[config.mk]
export PLATFORM = sky130hd
export DESIGN_NAME = ps2_rx_sequencer
export DESIGN_NICKNAME = d
export VERILOG_FILES = /design/src/rtl/ps2_pkg.sv /design/src/rtl/ps2_sync_edge.sv /design/src/rtl/ps2_rx_sequencer.sv
export SDC_FILE = /design/constraint.sdc
export NUM_CORES = 1
export LEC_CHECK = 0
export CAP_MARGIN = 30
export CORE_MARGIN = 4
export CORE_UTILIZATION = 30
export DETAILED_ROUTE_END_ITERATION = 6
export SETUP_SLACK_MARGIN = 0.1
export SLEW_MARGIN = 20
export SYNTH_ARGS = -nofsm -noshare
export SYNTH_HDL_FRONTEND = slang
export SYNTH_HIERARCHICAL = 1
export SYNTH_SLANG_ARGS = --single-unit
[constraint.sdc]
create_clock -name clock50 -period 2.5 [get_ports clock50]
set_input_delay 0.25 -clock clock50 [delete_from_list [all_inputs] [get_ports clock50]]
set_output_delay 0.25 -clock clock50 [all_outputs]
set_load 0.01 [all_outputs]
[src/rtl/ps2_pkg.sv]
// Shared types and constants for the PS/2 receive path.
package ps2_pkg;

  // IDLE: waiting for start bit, DATA: shifting 8 bits, PARITY: capturing parity, STOP: checking stop bit
  typedef enum logic [1:0] {
    ST_IDLE   = 2'd0,
    ST_DATA   = 2'd1,
    ST_PARITY = 2'd2,
    ST_STOP   = 2'd3
  } frame_state_e;

  localparam logic [7:0] PS2_PREFIX_EXT     = 8'hE0;
  localparam logic [7:0] PS2_PREFIX_BRK     = 8'hF0;
  localparam int         PS2_TIMEOUT_CYCLES = 10000;

  typedef struct packed {
    logic [7:0] code;
    logic       extended;
    logic       brk;
  } key_event_t;

  function automatic logic parity_ok(input logic [7:0] b, input logic p);
    return (^b) ^ p;
  endfunction

endpackage

[src/rtl/ps2_sync_edge.sv]
// Brings the raw PS/2 clock and data pins into the clock50 domain and flags clock falling edges.
module ps2_sync_edge #(
  parameter int SYNC_STAGES = 2
) (
  input  logic clock50,
  input  logic reset,
  input  logic ps2Clk,
  input  logic ps2Data,
  output logic clk_fall,
  output logic data_s
);

  logic [SYNC_STAGES-1:0] clk_sync_q;
  logic [SYNC_STAGES-1:0] data_sync_q;
  logic                   clk_prev_q;

  // Reset to the idle bus level so releasing reset never fakes a falling edge.
  always_ff @(posedge clock50 or posedge reset) begin
    if (reset) begin
      clk_sync_q  <= '1;
      data_sync_q <= '1;
      clk_prev_q  <= 1'b1;
    end else begin
      clk_sync_q  <= {clk_sync_q[SYNC_STAGES-2:0], ps2Clk};
      data_sync_q <= {data_sync_q[SYNC_STAGES-2:0], ps2Data};
      clk_prev_q  <= clk_sync_q[SYNC_STAGES-1];
    end
  end

  assign clk_fall = clk_prev_q & ~clk_sync_q[SYNC_STAGES-1];
  assign data_s   = data_sync_q[SYNC_STAGES-1];

endmodule

[src/rtl/ps2_rx_sequencer.sv]
// PS/2 frame receiver in the clock50 domain: frame FSM with timeout, E0/F0 prefix folding,
// and a valid/ready holding register for key events.
module ps2_rx_sequencer
  import ps2_pkg::*;
#(
  parameter int TIMEOUT_CYCLES = PS2_TIMEOUT_CYCLES,
  parameter int SYNC_STAGES    = 2
) (
  input  logic       clock50,
  input  logic       reset,
  input  logic       ps2Clk,
  input  logic       ps2Data,
  input  logic       key_ready,
  output logic       key_valid,
  output logic [7:0] key_code,
  output logic       key_extended,
  output logic       key_break,
  output logic       frame_error,
  output logic       overflow,
  output logic       busy
);

  localparam int              TO_W  = $clog2(TIMEOUT_CYCLES);
  localparam logic [TO_W-1:0] TO_TC = TO_W'(TIMEOUT_CYCLES - 1);

  logic            clk_fall;
  logic            data_s;
  frame_state_e    state_q;
  logic [3:0]      bitcnt_q;
  logic [7:0]      sh_q;
  logic            par_q;
  logic [TO_W-1:0] to_cnt_q;
  logic [7:0]      byte_q;
  logic            byte_vld_q;
  logic            frame_error_q;
  logic            ext_q;
  logic            brk_q;
  key_event_t      evt_q;
  logic            key_valid_q;
  logic            overflow_q;
  key_event_t      evt_d;
  logic            evt_fire;

  ps2_sync_edge #(.SYNC_STAGES(SYNC_STAGES)) u_sync (
    .clock50  (clock50),
    .reset    (reset),
    .ps2Clk   (ps2Clk),
    .ps2Data  (ps2Data),
    .clk_fall (clk_fall),
    .data_s   (data_s)
  );

  always_ff @(posedge clock50 or posedge reset) begin
    if (reset) begin
      state_q       <= ST_IDLE;
      bitcnt_q      <= '0;
      sh_q          <= '0;
      par_q         <= 1'b0;
      to_cnt_q      <= '0;
      byte_q        <= '0;
      byte_vld_q    <= 1'b0;
      frame_error_q <= 1'b0;
    end else begin
      byte_vld_q    <= 1'b0;
      frame_error_q <= 1'b0;
      if (state_q == ST_IDLE || clk_fall)
        to_cnt_q <= '0;
      else if (to_cnt_q != TO_TC)
        to_cnt_q <= to_cnt_q + TO_W'(1);
      // An edge in the terminal-count cycle still advances the frame.
      if (clk_fall) begin
        case (state_q)
          ST_IDLE: begin
            if (!data_s) begin
              state_q  <= ST_DATA;
              bitcnt_q <= '0;
            end
          end
          ST_DATA: begin
            sh_q     <= {data_s, sh_q[7:1]};
            bitcnt_q <= bitcnt_q + 4'd1;
            if (bitcnt_q == 4'd7) state_q <= ST_PARITY;
          end
          ST_PARITY: begin
            par_q   <= data_s;
            state_q <= ST_STOP;
          end
          ST_STOP: begin
            state_q <= ST_IDLE;
            if (parity_ok(sh_q, par_q) && data_s) begin
              byte_q     <= sh_q;
              byte_vld_q <= 1'b1;
            end else begin
              frame_error_q <= 1'b1;
            end
          end
          default: state_q <= ST_IDLE;
        endcase
      end else if (state_q != ST_IDLE && to_cnt_q == TO_TC) begin
        state_q       <= ST_IDLE;
        frame_error_q <= 1'b1;
      end
    end
  end

  assign evt_d    = '{code: byte_q, extended: ext_q, brk: brk_q};
  assign evt_fire = byte_vld_q && (byte_q != PS2_PREFIX_EXT) && (byte_q != PS2_PREFIX_BRK);

  always_ff @(posedge clock50 or posedge reset) begin
    if (reset) begin
      ext_q       <= 1'b0;
      brk_q       <= 1'b0;
      evt_q       <= '0;
      key_valid_q <= 1'b0;
      overflow_q  <= 1'b0;
    end else begin
      if (frame_error_q) begin
        ext_q <= 1'b0;
        brk_q <= 1'b0;
      end else if (byte_vld_q) begin
        if (byte_q == PS2_PREFIX_EXT) begin
          ext_q <= 1'b1;
        end else if (byte_q == PS2_PREFIX_BRK) begin
          brk_q <= 1'b1;
        end else begin
          ext_q <= 1'b0;
          brk_q <= 1'b0;
        end
      end
      // A held event that is not being taken blocks the new one.
      if (evt_fire) begin
        if (!key_valid_q || key_ready) begin
          evt_q       <= evt_d;
          key_valid_q <= 1'b1;
        end else begin
          overflow_q <= 1'b1;
        end
      end else if (key_valid_q && key_ready) begin
        key_valid_q <= 1'b0;
      end
    end
  end

  assign key_valid    = key_valid_q;
  assign key_code     = evt_q.code;
  assign key_extended = evt_q.extended;
  assign key_break    = evt_q.brk;
  assign frame_error  = frame_error_q;
  assign overflow     = overflow_q;
  assign busy         = (state_q != ST_IDLE);

endmodule
==> results.toml <==
[status]
outcome = "complete, no violations"

[cts]
cts_tree = "built"
htree_num_levels = 3
postCtsSetupBuffers = 0
cts.sinks = 58
numCtsBuffers = 9
clkTransAtPathRegs_ns = 0.06
cts_resized = 0
worst_skew_pair.late_latency_ns = 0.33
cts_buffer_depth = 2
root_buffer = "clkbuf_8"
hold_buffers = 0

[grt]
grt_max_degree = 54
grt_pass1_wl_um = 8070
antenna_found_initial = 0
grt-ovfl-total = 0
grt_usage_pct = 10.3
grt_pass1_vias = 1714

[critical_path]
r2r_end = "state_q[1]"
crit_type = "reg -> reg"
crit_path_max_incr_delay_ns = 0.50
r2r_slack_ns = 0.47
r2r_cells = 6
cp-start-kind = "flip-flop"
cp.required_ns = 2.75
crit_slowest_cell = "nor4_4"
crit_fanout = 9
worst_ep_arrival_time_ns = 2.29
crit_chain = "inv_1 > ha_1 > nand4bb_1 > nor4_4 > o22a_1 > mux2i_1"
r2r-start = "state_q[0]"
worstSetupEndpointType = "flip-flop"

[finish]
multiInputGateArea_mm2 = 0.00107
post-route-util_pct = 37.5
num-fill-cells = 820
seq_area_mm2 = 0.00146
area_growth_syn_to_layout_pct = 20.1
mostFrequentLayoutCells = "53 x dfrtp_1, 27 x mux2_2, 18 x clkdlybuf4s50_1"
final_nets = 247
final_common_cell = "dfrtp_1"
layout-drive-gt1-share_pct = 23.2
diodes = 0

[synth]
synth_top_family_by_area = "multiplexers"
syn_nets = 219
synth_area_per_cell_um2 = 12.4
ys_ff_latch = 58
syn_area_mm2 = 0.00259
synth-compound-area-share_pct = 6.67
async_flop_share_pct = 100
synth.yosys.seq_area_share_pct = 56.3
synthXorXnorAreaFrac_pct = 5.51
synthCells = 208
synth-adder-area-share_pct = 2.90
yosysUniqueCellTypes = 42
muxShareOfSynthArea_pct = 13.8
synth-simple-area-share_pct = 12.7
synth-edff-count = 0
synth_flop_cell = "dfrtp_1"
synth_warnings = 6

[floorplan]
fp.dieW_um = 101
ios = 19
die_area_mm2 = 0.0102
core-area_mm2 = 0.00830
die_height_um = 101
start_util_pct = 31.2
rows = 33

[place]
dp_hpwl_um = 2980
gp_congestion = 0.748
io_buffers = 18

[timing]
drv_slew = 0
hold_viol = 0
worst_pin_slew_ns = 0.686
rsz0062_at_grt = "no"
maxSlewHeadroom_pct = 54.3
period_needed_ns = 2.03
max_freq_ghz = 0.492
finalSetupViolCount = 0
final.setup_skew_ns = 0.00625
fin_setup_tns_ns = 0
post-route-period-util_pct = 81.3

[detailed_routing]
drc = 0
wl_per_cell_um = 13.1
dr_total_vias = 1624
drt_pass1_iterations = 4
wirelength_um = 4530
viasPerCell = 4.69
drtIter0Drc = 52
ant_nets = 0

[pwr]
cellPowerDensity_mw_per_mm2 = 818
ir_drop_uv = 334
p_leak_uw = 0.00138

[min_path]
hold_class = "in -> reg"
whs_endpoint = "u_sync/data_sync_q[0]"
min_from = "ps2Data"
min_path_cells = 1

[flow_run]
drv_cap = 0
==> how the worst max path moves through the flow <==
stage                            from     endpoint  slack [ns]  depth (start not counted)
finish                     state_q[0]   state_q[1]        0.47                          6
global route               state_q[0]   state_q[1]        0.28                          6
CTS                        state_q[0]   state_q[1]        0.44                          6
detailed placement         state_q[0]   state_q[1]        0.45                          6
global placement           state_q[0]   state_q[1]        0.48                          6
floorplan           u_sync/clk_prev_q  bitcnt_q[2]        0.60                          5
==> power by group <==
| part | switching [uW] | total (uW) | internal (uW) |
|---|---|---|---|
| registers | 88.5 | 1120 | 1030 |
| logic | 257 | 536 | 279 |
| clock network | 374 | 887 | 513 |
| total | 719 | 2540 | 1820 |
==> per-layer routing <==
layer | wire, um | share of wire, % | GRT usage, %
met4 | 65 | 1.4 | 3.07
met5 | 0 | 0 | 0
met3 | 257 | 5.7 | 5.47
met1 | 2220 | 49 | 12.9
met2 | 1980 | 44 | 15.4
==> per-stage QoR <==
stage	instance area (um^2)	setup slack [ns]	power, uW	instances	hold WS (ns)
6_report	3110	0.466	2540	346	0.320
5_1_grt	3110	0.277	2700	346	0.287
4_1_cts	3110	0.438	2580	346	0.299
3_5_place_dp	2900	0.445	1680	330	0.348
3_3_place_gp	2900	0.477	1660	330	0.346
2_1_floorplan	2590	0.605	1550	208	0.227
==> cells in the mapped netlist (2+ instances only) <==
library cell,n,area [um^2]
xnor2_1,9,78.8
and3_1,2,12.5
a22o_1,2,17.5
o21ai_0,8,40.0
or2_2,2,12.5
dfstp_2,5,131
dfrtp_1,53,1330
inv_1,12,45.0
nand2_1,12,45.0
mux2i_1,3,30.0
or4_1,2,15.0
or3_1,3,18.8
nand3_1,6,30.0
xor2_1,2,17.5
ha_1,6,75.1
mux2_2,27,304
a21oi_1,8,40.0
clkbuf_1,3,11.3
nor2_1,11,41.3
nor3_1,7,35.0
nand4_1,3,18.8
nor4_1,2,12.5
==> cell families (layout without fill, tap and decap cells) <==
group,after synthesis,in the layout
AOI/OAI and AO/OA,27,27
xor gates and xnor gates,13,13
adders and majority gates,6,6
buffers and inverters,15,48
DFF,58,58
muxes,31,31
and+or+nand+nor,58,58
==> registers in the layout (all words and copies together) (netlist names) <==
name / flops
to_cnt_q: 14
byte_q: 8
key_code: 8
sh_q: 8
bitcnt_q: 4
state_q: 2
u_sync/clk_sync_q: 2
u_sync/data_sync_q: 2
brk_q: 1
byte_vld_q: 1
ext_q: 1
frame_error: 1
key_break: 1
key_extended: 1
key_valid: 1
overflow: 1
par_q: 1
u_sync/clk_prev_q: 1
==> final cells by class <==
class,count,share of cell area [%]
Timing Repair Buffer,20,6.28
Clock buffer,12,4.99
Clock inverter,4,1.61
Multi-Input combinational cell,135,34.6
Sequential cell,58,46.9
Inverter,12,1.45
Tap cell,105,4.23
==> worst max-delay path, delay by kind of cell (launching register included) <==
kind / cells / cell delay (ns)
buf+inv: 1 / 0.08
simple gates: 2 / 0.77
fa+ha+maj: 1 / 0.25
compound gates: 1 / 0.26
flops: 1 / 0.39
mux: 1 / 0.21
(Power assumes the default switching activity.)
